--- config.mk ---
export PLATFORM = sky130hd
export DESIGN_NAME = regfile_dump_reader
export DESIGN_NICKNAME = d
export VERILOG_FILES = /design/src/rtl/regfile_dump_reader.sv
export SDC_FILE = /design/constraint.sdc
export NUM_CORES = 1
export LEC_CHECK = 0
export ABC_CLOCK_PERIOD_IN_PS = 2000
export BUFFER_PORTS_ARGS = -buffer_cell sky130_fd_sc_hd__clkbuf_2
export CORE_UTILIZATION = 53
export CTS_CLUSTER_SIZE = 12
export DETAILED_ROUTE_END_ITERATION = 10
export GPL_TIMING_DRIVEN = 0
export PLACE_DENSITY = 0.87
export SLEW_MARGIN = 20
export SYNTH_ARGS = -nofsm -noshare
export SYNTH_HDL_FRONTEND = slang
export SYNTH_SLANG_ARGS = --single-unit
--- constraint.sdc ---
create_clock -name clk -period 2 [get_ports clk]
set_input_delay 0.4 -clock clk [delete_from_list [all_inputs] [get_ports clk]]
set_output_delay 0.4 -clock clk [all_outputs]
set_load 0.03 [all_outputs]
--- src/rtl/regfile_dump_reader.sv ---
// Debug reader that walks register-file indices FIRST_REG..LAST_REG and streams each
// register as a 5-byte frame {index, data[31:24], data[23:16], data[15:8], data[7:0]}.
module regfile_dump_reader #(
    parameter int unsigned FIRST_REG = 0,
    parameter int unsigned LAST_REG  = 31
) (
    input  logic        clk,
    input  logic        rst,
    input  logic        start,
    output logic        busy,
    output logic        done,
    output logic        rf_rd_en,
    output logic [4:0]  rf_rd_addr,
    input  logic [31:0] rf_rd_data,
    output logic        out_valid,
    input  logic        out_ready,
    output logic [7:0]  out_byte
);

    localparam logic [4:0] FIRST_IDX = 5'(FIRST_REG);
    localparam logic [4:0] LAST_IDX  = 5'(LAST_REG);
    localparam logic [2:0] LAST_BYTE = 3'd4;

    typedef enum logic [2:0] {
        S_IDLE    = 3'd0,
        S_ISSUE   = 3'd1,
        S_CAPTURE = 3'd2,
        S_SEND    = 3'd3,
        S_NEXT    = 3'd4,
        S_FIN     = 3'd5
    } state_t;

    state_t      state_q, state_d;
    logic [4:0]  idx_q, idx_d;
    logic [2:0]  cnt_q, cnt_d;
    logic [31:0] shift_q, shift_d;
    logic [7:0]  byte_q, byte_d;

    always_ff @(posedge clk) begin
        if (rst) begin
            state_q <= S_IDLE;
            idx_q   <= FIRST_IDX;
            cnt_q   <= '0;
            shift_q <= '0;
            byte_q  <= '0;
        end else begin
            state_q <= state_d;
            idx_q   <= idx_d;
            cnt_q   <= cnt_d;
            shift_q <= shift_d;
            byte_q  <= byte_d;
        end
    end

    always_comb begin
        state_d   = state_q;
        idx_d     = idx_q;
        cnt_d     = cnt_q;
        shift_d   = shift_q;
        byte_d    = byte_q;
        busy      = 1'b0;
        done      = 1'b0;
        rf_rd_en  = 1'b0;
        out_valid = 1'b0;

        unique case (state_q)
            S_IDLE: begin
                if (start) begin
                    idx_d   = FIRST_IDX;
                    state_d = S_ISSUE;
                end
            end
            S_ISSUE: begin
                busy     = 1'b1;
                rf_rd_en = 1'b1;
                state_d  = S_CAPTURE;
            end
            S_CAPTURE: begin
                busy    = 1'b1;
                shift_d = rf_rd_data;
                byte_d  = {3'b000, idx_q};
                cnt_d   = '0;
                state_d = S_SEND;
            end
            S_SEND: begin
                busy      = 1'b1;
                out_valid = 1'b1;
                // The shift register always holds the next data byte in its top lane,
                // so the following byte is ready on the cycle after each acceptance.
                if (out_ready) begin
                    if (cnt_q == LAST_BYTE) begin
                        state_d = S_NEXT;
                    end else begin
                        cnt_d   = cnt_q + 3'd1;
                        byte_d  = shift_q[31:24];
                        shift_d = {shift_q[23:0], 8'h00};
                    end
                end
            end
            S_NEXT: begin
                busy = 1'b1;
                if (idx_q == LAST_IDX) begin
                    state_d = S_FIN;
                end else begin
                    idx_d   = idx_q + 5'd1;
                    state_d = S_ISSUE;
                end
            end
            S_FIN: begin
                busy    = 1'b1;
                done    = 1'b1;
                idx_d   = FIRST_IDX;
                state_d = S_IDLE;
            end
            default: begin
                state_d = S_IDLE;
            end
        endcase
    end

    assign rf_rd_addr = idx_q;
    assign out_byte   = byte_q;

endmodule

**Word level (Yosys, flattened, before mapping)**

Cells that the tools add are included.
Widths: inputs -> output; s select.

- Word-level logic and storage cells: 47
- Bits in registers: 51

- Reduce and logical (&&, ||, !) cells: 7
- Eq/ne operators: 12
- Mux-type cells: 21
- $add $sub $neg: 2

Operator list:

| cell | number |
|---|---|
| $mux 32 | 2 |
| $pmux 32 s2 | 1 |
| $mux 3 | 6 |
| $mux 8 | 2 |
| $pmux 8 s2 | 1 |
| $pmux 3 s5 | 1 |
| $pmux 5 s3 | 1 |
| $mux 5 | 2 |
| $ne 2x2->1 const B | 5 |
| $eq 3x3->1 const B | 3 |
| $reduce_and 3->1 | 3 |
| $eq 3x2->1 const B | 2 |
| $pmux 3 s2 | 1 |
| $add 5x1->5 const B | 1 |
| $eq 5x5->1 const B | 1 |
| $reduce_or 5->1 | 1 |
| $mux 1 | 4 |
| $add 3x1->3 const B | 1 |
| $eq 3x1->1 const B | 1 |
| $logic_not 3->1 | 1 |
| $reduce_bool 3->1 | 1 |
| $reduce_bool 2->1 | 1 |

**Logic depth before layout (Yosys ltp)**

- Depth in word-level cells: 4
- Mapped depth: 8
- Gate-level depth less buffers: 7

**Worst setup path after synthesis**

No wires, ideal clock.

- Kind: register to register
- Start: register idx_q[0] (netlist: rf_rd_addr[0])
- End: register idx_q[2] (netlist: rf_rd_addr[2])
- Setup time: 0.070 ns
- Cell stages (with the launch flop): 8
- Path slack: 0.134 ns
- Arrival: 1.796 ns
- Path buffers: 0
- Cell sequence: dfxtp_1 ha_1 and3_1 ha_1 nand2b_1 a31oi_1 o21ai_0 a21oi_1

- Word-level cells in the longest chain between the ends: 3

Ends and longest elaborated chain:

| element | line | RTL |
|---|---|---|
| from (decl) | 34 | `logic [4:0] idx_q, idx_d;` |
| from (signal assigned) | 48 | `idx_q <= idx_d;` |
| $add 5x1->5 / $eq 5x5->1 (equally long branches) | 105, 102 |  |
| $mux 5 / $ne 2x2->1 (equally long branches) | n/a |  |
| $pmux 5 s3 / $reduce_and 3->1 (equally long branches) | n/a |  |

Parallel ways exist; a longest one is shown, timed or not. The select of a mux whose other input is x is not followed.
A chain may end at the register's enable or synchronous reset.

**Worst setup path in the final report**

- Start: register state_q[2]
- End: output port out_valid

- Word-level cells in the longest chain between the ends: 2

Ends and longest elaborated chain:

| element | line | RTL |
|---|---|---|
| from (decl) | 33 | `state_t state_q, state_d;` |
| from (signal assigned) | 47 | `state_q <= state_d;` |
| $eq 3x2->1 | 66 | `unique case (state_q)` |
| $mux 1 | 66 |  |
| to (decl) | 15 | `output logic out_valid,` |

No other way between the ends.

==> impl_metrics.toml <==
[global_route]
antenna_found_initial = 0
top_usage_layer = "met2"
grtUsageMet3 = 0.04966
grt_pass1_wl_microns = 8507
first_global_vias = 1918
grt_util_met2 = 0.4175
grt_max_degree = 19
grt_use_total = 0.2542
met1_usage = 0.3200
grt_overflow_total = 0

[clocking]
cts.sinks = 51
h-tree-depth = 2
cts_setup_buffers = 0
cts_root_buffer = "clkbuf_8"
cts_max_path_buffers = 2
ctsHoldBuffers = 0
clock_latency_ns = 0.31
cts_tree = "built"
numCtsBuffers = 5
clkTransAtPathRegs_ns = 0.09

[min_path]
hold-path-cell-count = 3
hp-start = "rf_rd_data[11]"
worstHoldPathType = "input pin to flop"
hold_path_end = "shift_q[11]"

[yosys]
syn_area_sq_um = 2240
synth_common_cells = "dfxtp_1 (51), nor2_1 (43), a21oi_1 (42), nand2_1 (39), a211oi_1 (29)"
yosysTopAreaCellShare = 0.4559
synth-edff-count = 0
yosys_warnings = 0
yosysMostFrequentCell = "dfxtp_1"
async_flop_share = 0
syn-num-nets = 327
synth_cell_types = 31
netlist_top_cells_area = "dfxtp_1 (46%), a211oi_1 (9.7%), a21oi_1 (9.4%), nor2_1 (7.2%), nand2_1 (6.5%)"
yosysSeqAreaShare = 0.4559
synth_largest_area_cell = "dfxtp_1"
ys.flop_type = "dfxtp_1"
syn_avg_cell_area_sq_um = 7.804
ys_seq_elements = 51
syn_inst = 287

[finish]
area_growth_pct = 19.78
fin_cells = 394
drive_above_1_share = 0.2064
diodes = 0
utilization = 0.6658
nets = 384

[setup_path]
r2r-start = "rf_rd_addr[0]"
critPathKind = "flop to primary output"
r2r.worst_path.cells = 7
startpoint_type = "flop"
crit_buf_inv = 2
cpPeakStageDelay_ns = 0.46
worst_path_max_delay_cell = "dfxtp_1"
r2r_slack_ns = 0.10
r2r_end = "rf_rd_addr[1]"
crit_fanout = 18
cp.arrival_ns = 1.54
critical-path-top-delay-family = "buffers and inverters"
cp_cell_sequence = "nand3b_1 -> clkinv_2 -> clkbuf_2"
endpoint_kind = "primary output"
required_ns = 1.60

[placement]
dp_cells = 388
gp_congestion = 0.8471
detailedPlace.worstSlack_ns = 0.01416
io_buffer_count = 51
post-dp-hpwl_microns = 3880

[timing]
setup_tns_ns = 0
final_max_slew_viol_count = 0
min_period_over_period = 0.9676
fin_skew_ns = 0.004421
hold_viol_final = 0
final.min_clock_period_ns = 1.935
max_clock_freq_mhz = 516.7
worstMarginPinSlew_ns = 0.5886
max-slew-margin-rel = 0.6021
worst_slack_ns = 0.06470
setup_viol = 0

[pwr]
p_total_uw = 2495
cellPowerDensity_nw_per_um2 = 930.0
ir_drop_mv = 0.5710
leakage_uw = 0.001151

[detailed_routing]
drcViolationCount = 0
drt-wirelength-per-cell_microns = 13.49
drtPass1Iterations = 5
wl_microns = 5314
ant_nets = 0
via_count = 2220
drt_iter0_drc = 161
viasPerCell = 5.635

[floorplanning]
ios = 53
design.core.area_sq_um = 4029
floorplan.initialDensity = 0.5559
rows = 23
dieArea_sq_um = 4490
die_x_microns = 67.01
die_y_microns = 67.01

[status]
status = "finished, final reports clean"

[flow_run]
max-cap-violations = 0
## sequential cells by signal, summed over array words and instances, names as in the netlist
| name | flops |
|---|---|
| cnt_q | 3 |
| out_byte | 8 |
| rf_rd_addr | 5 |
| shift_q | 32 |
| state_q | 3 |
## power by group
part / switching (uW) / internal [uW]
combinational: 386 / 218
clock: 335 / 367
sequential: 63.5 / 1120
## through the flow
stage,area (sq um),hold slack (ns)
after detailed placement,2557,0.4460
after global placement,2557,0.4437
after global routing,2683,0.3089
after floorplan,2240,0.4379
after CTS,2659,0.2997
final,2683,0.3010
## routing by layer
| layer | wire, microns | share of wire | vias to the layer above |
|---|---|---|---|
| met5 | 0 | 0 | - |
| met4 | 91 | 0.017 | 0 |
| met3 | 352 | 0.066 | 8 |
| met2 | 2449 | 0.46 | 76 |
| met1 | 2421 | 0.46 | 1017 |
| li1 | - | - | 1119 |
## what timing repair did
| action | in CTS | in global routing |
|---|---|---|
| gates resized for setup | 2 | 14 |
| endpoints found under the hold margin | 0 | 0 |
| setup endpoints to repair | 2 | 31 |
## layout make-up
| cell class | instances | area (sq um) |
|---|---|---|
| tap | 50 | 62.56 |
| sequential | 51 | 1021 |
| inverter | 8 | 31.28 |
| clock inverter | 1 | 30.03 |
| buffer | 22 | 96.34 |
| fill | 357 | 1346 |
| clock buffer | 6 | 72.57 |
| timing repair buffer | 51 | 255.2 |
| multi-input combinational | 205 | 1114 |
## worst min-delay path: cells and delay by family
kind	cells	cell delay, ns
AOI/OAI and AO/OA	1	0.05
and+or+nand+nor	1	0.04
buffers and inverters	1	0.08
## how the worst max path moves through the flow
| stage | start | end | slack [ns] | depth (start not counted) |
|---|---|---|---|---|
| after global routing | cnt_q[0] | shift_q[12] | -0.01 | 8 |
| after global placement | cnt_q[0] | out_byte[1] | 0.11 | 8 |
| after floorplan | rf_rd_addr[0] | rf_rd_addr[2] | 0.13 | 7 |
| after CTS | rf_rd_addr[0] | rf_rd_addr[3] | 0.02 | 7 |
| after detailed placement | cnt_q[0] | out_byte[3] | 0.01 | 8 |
| final | state_q[2] | out_valid | 0.06 | 3 |
## cells in the final DEF, fill, tap and decap left out, types with 2 or more instances in the layout
cell type  count
a211oi_1      29
a21oi_1       42
a22oi_1        8
and3_1         2
buf_2          8
clkbuf_1      11
clkbuf_2      54
clkbuf_8       5
dfxtp_1       51
ha_1           4
inv_1          7
nand2_1       39
nand2b_1       2
nand3_1        6
nor2_1        43
nor2b_1        2
nor3_1         6
o21a_1         2
o21ai_0        5
or3_1          2
## cells by family (layout without fill, tap and decap cells)
group	after synthesis	count (layout)	synth area share
AOI/OAI and AO/OA	92	92	0.2542
adders and majority gates	4	4	0.02235
DFF	51	51	0.4559
and+or+nand+nor	109	109	0.2123
buffers and inverters	31	88	0.05531
(Power assumes the default switching activity.)
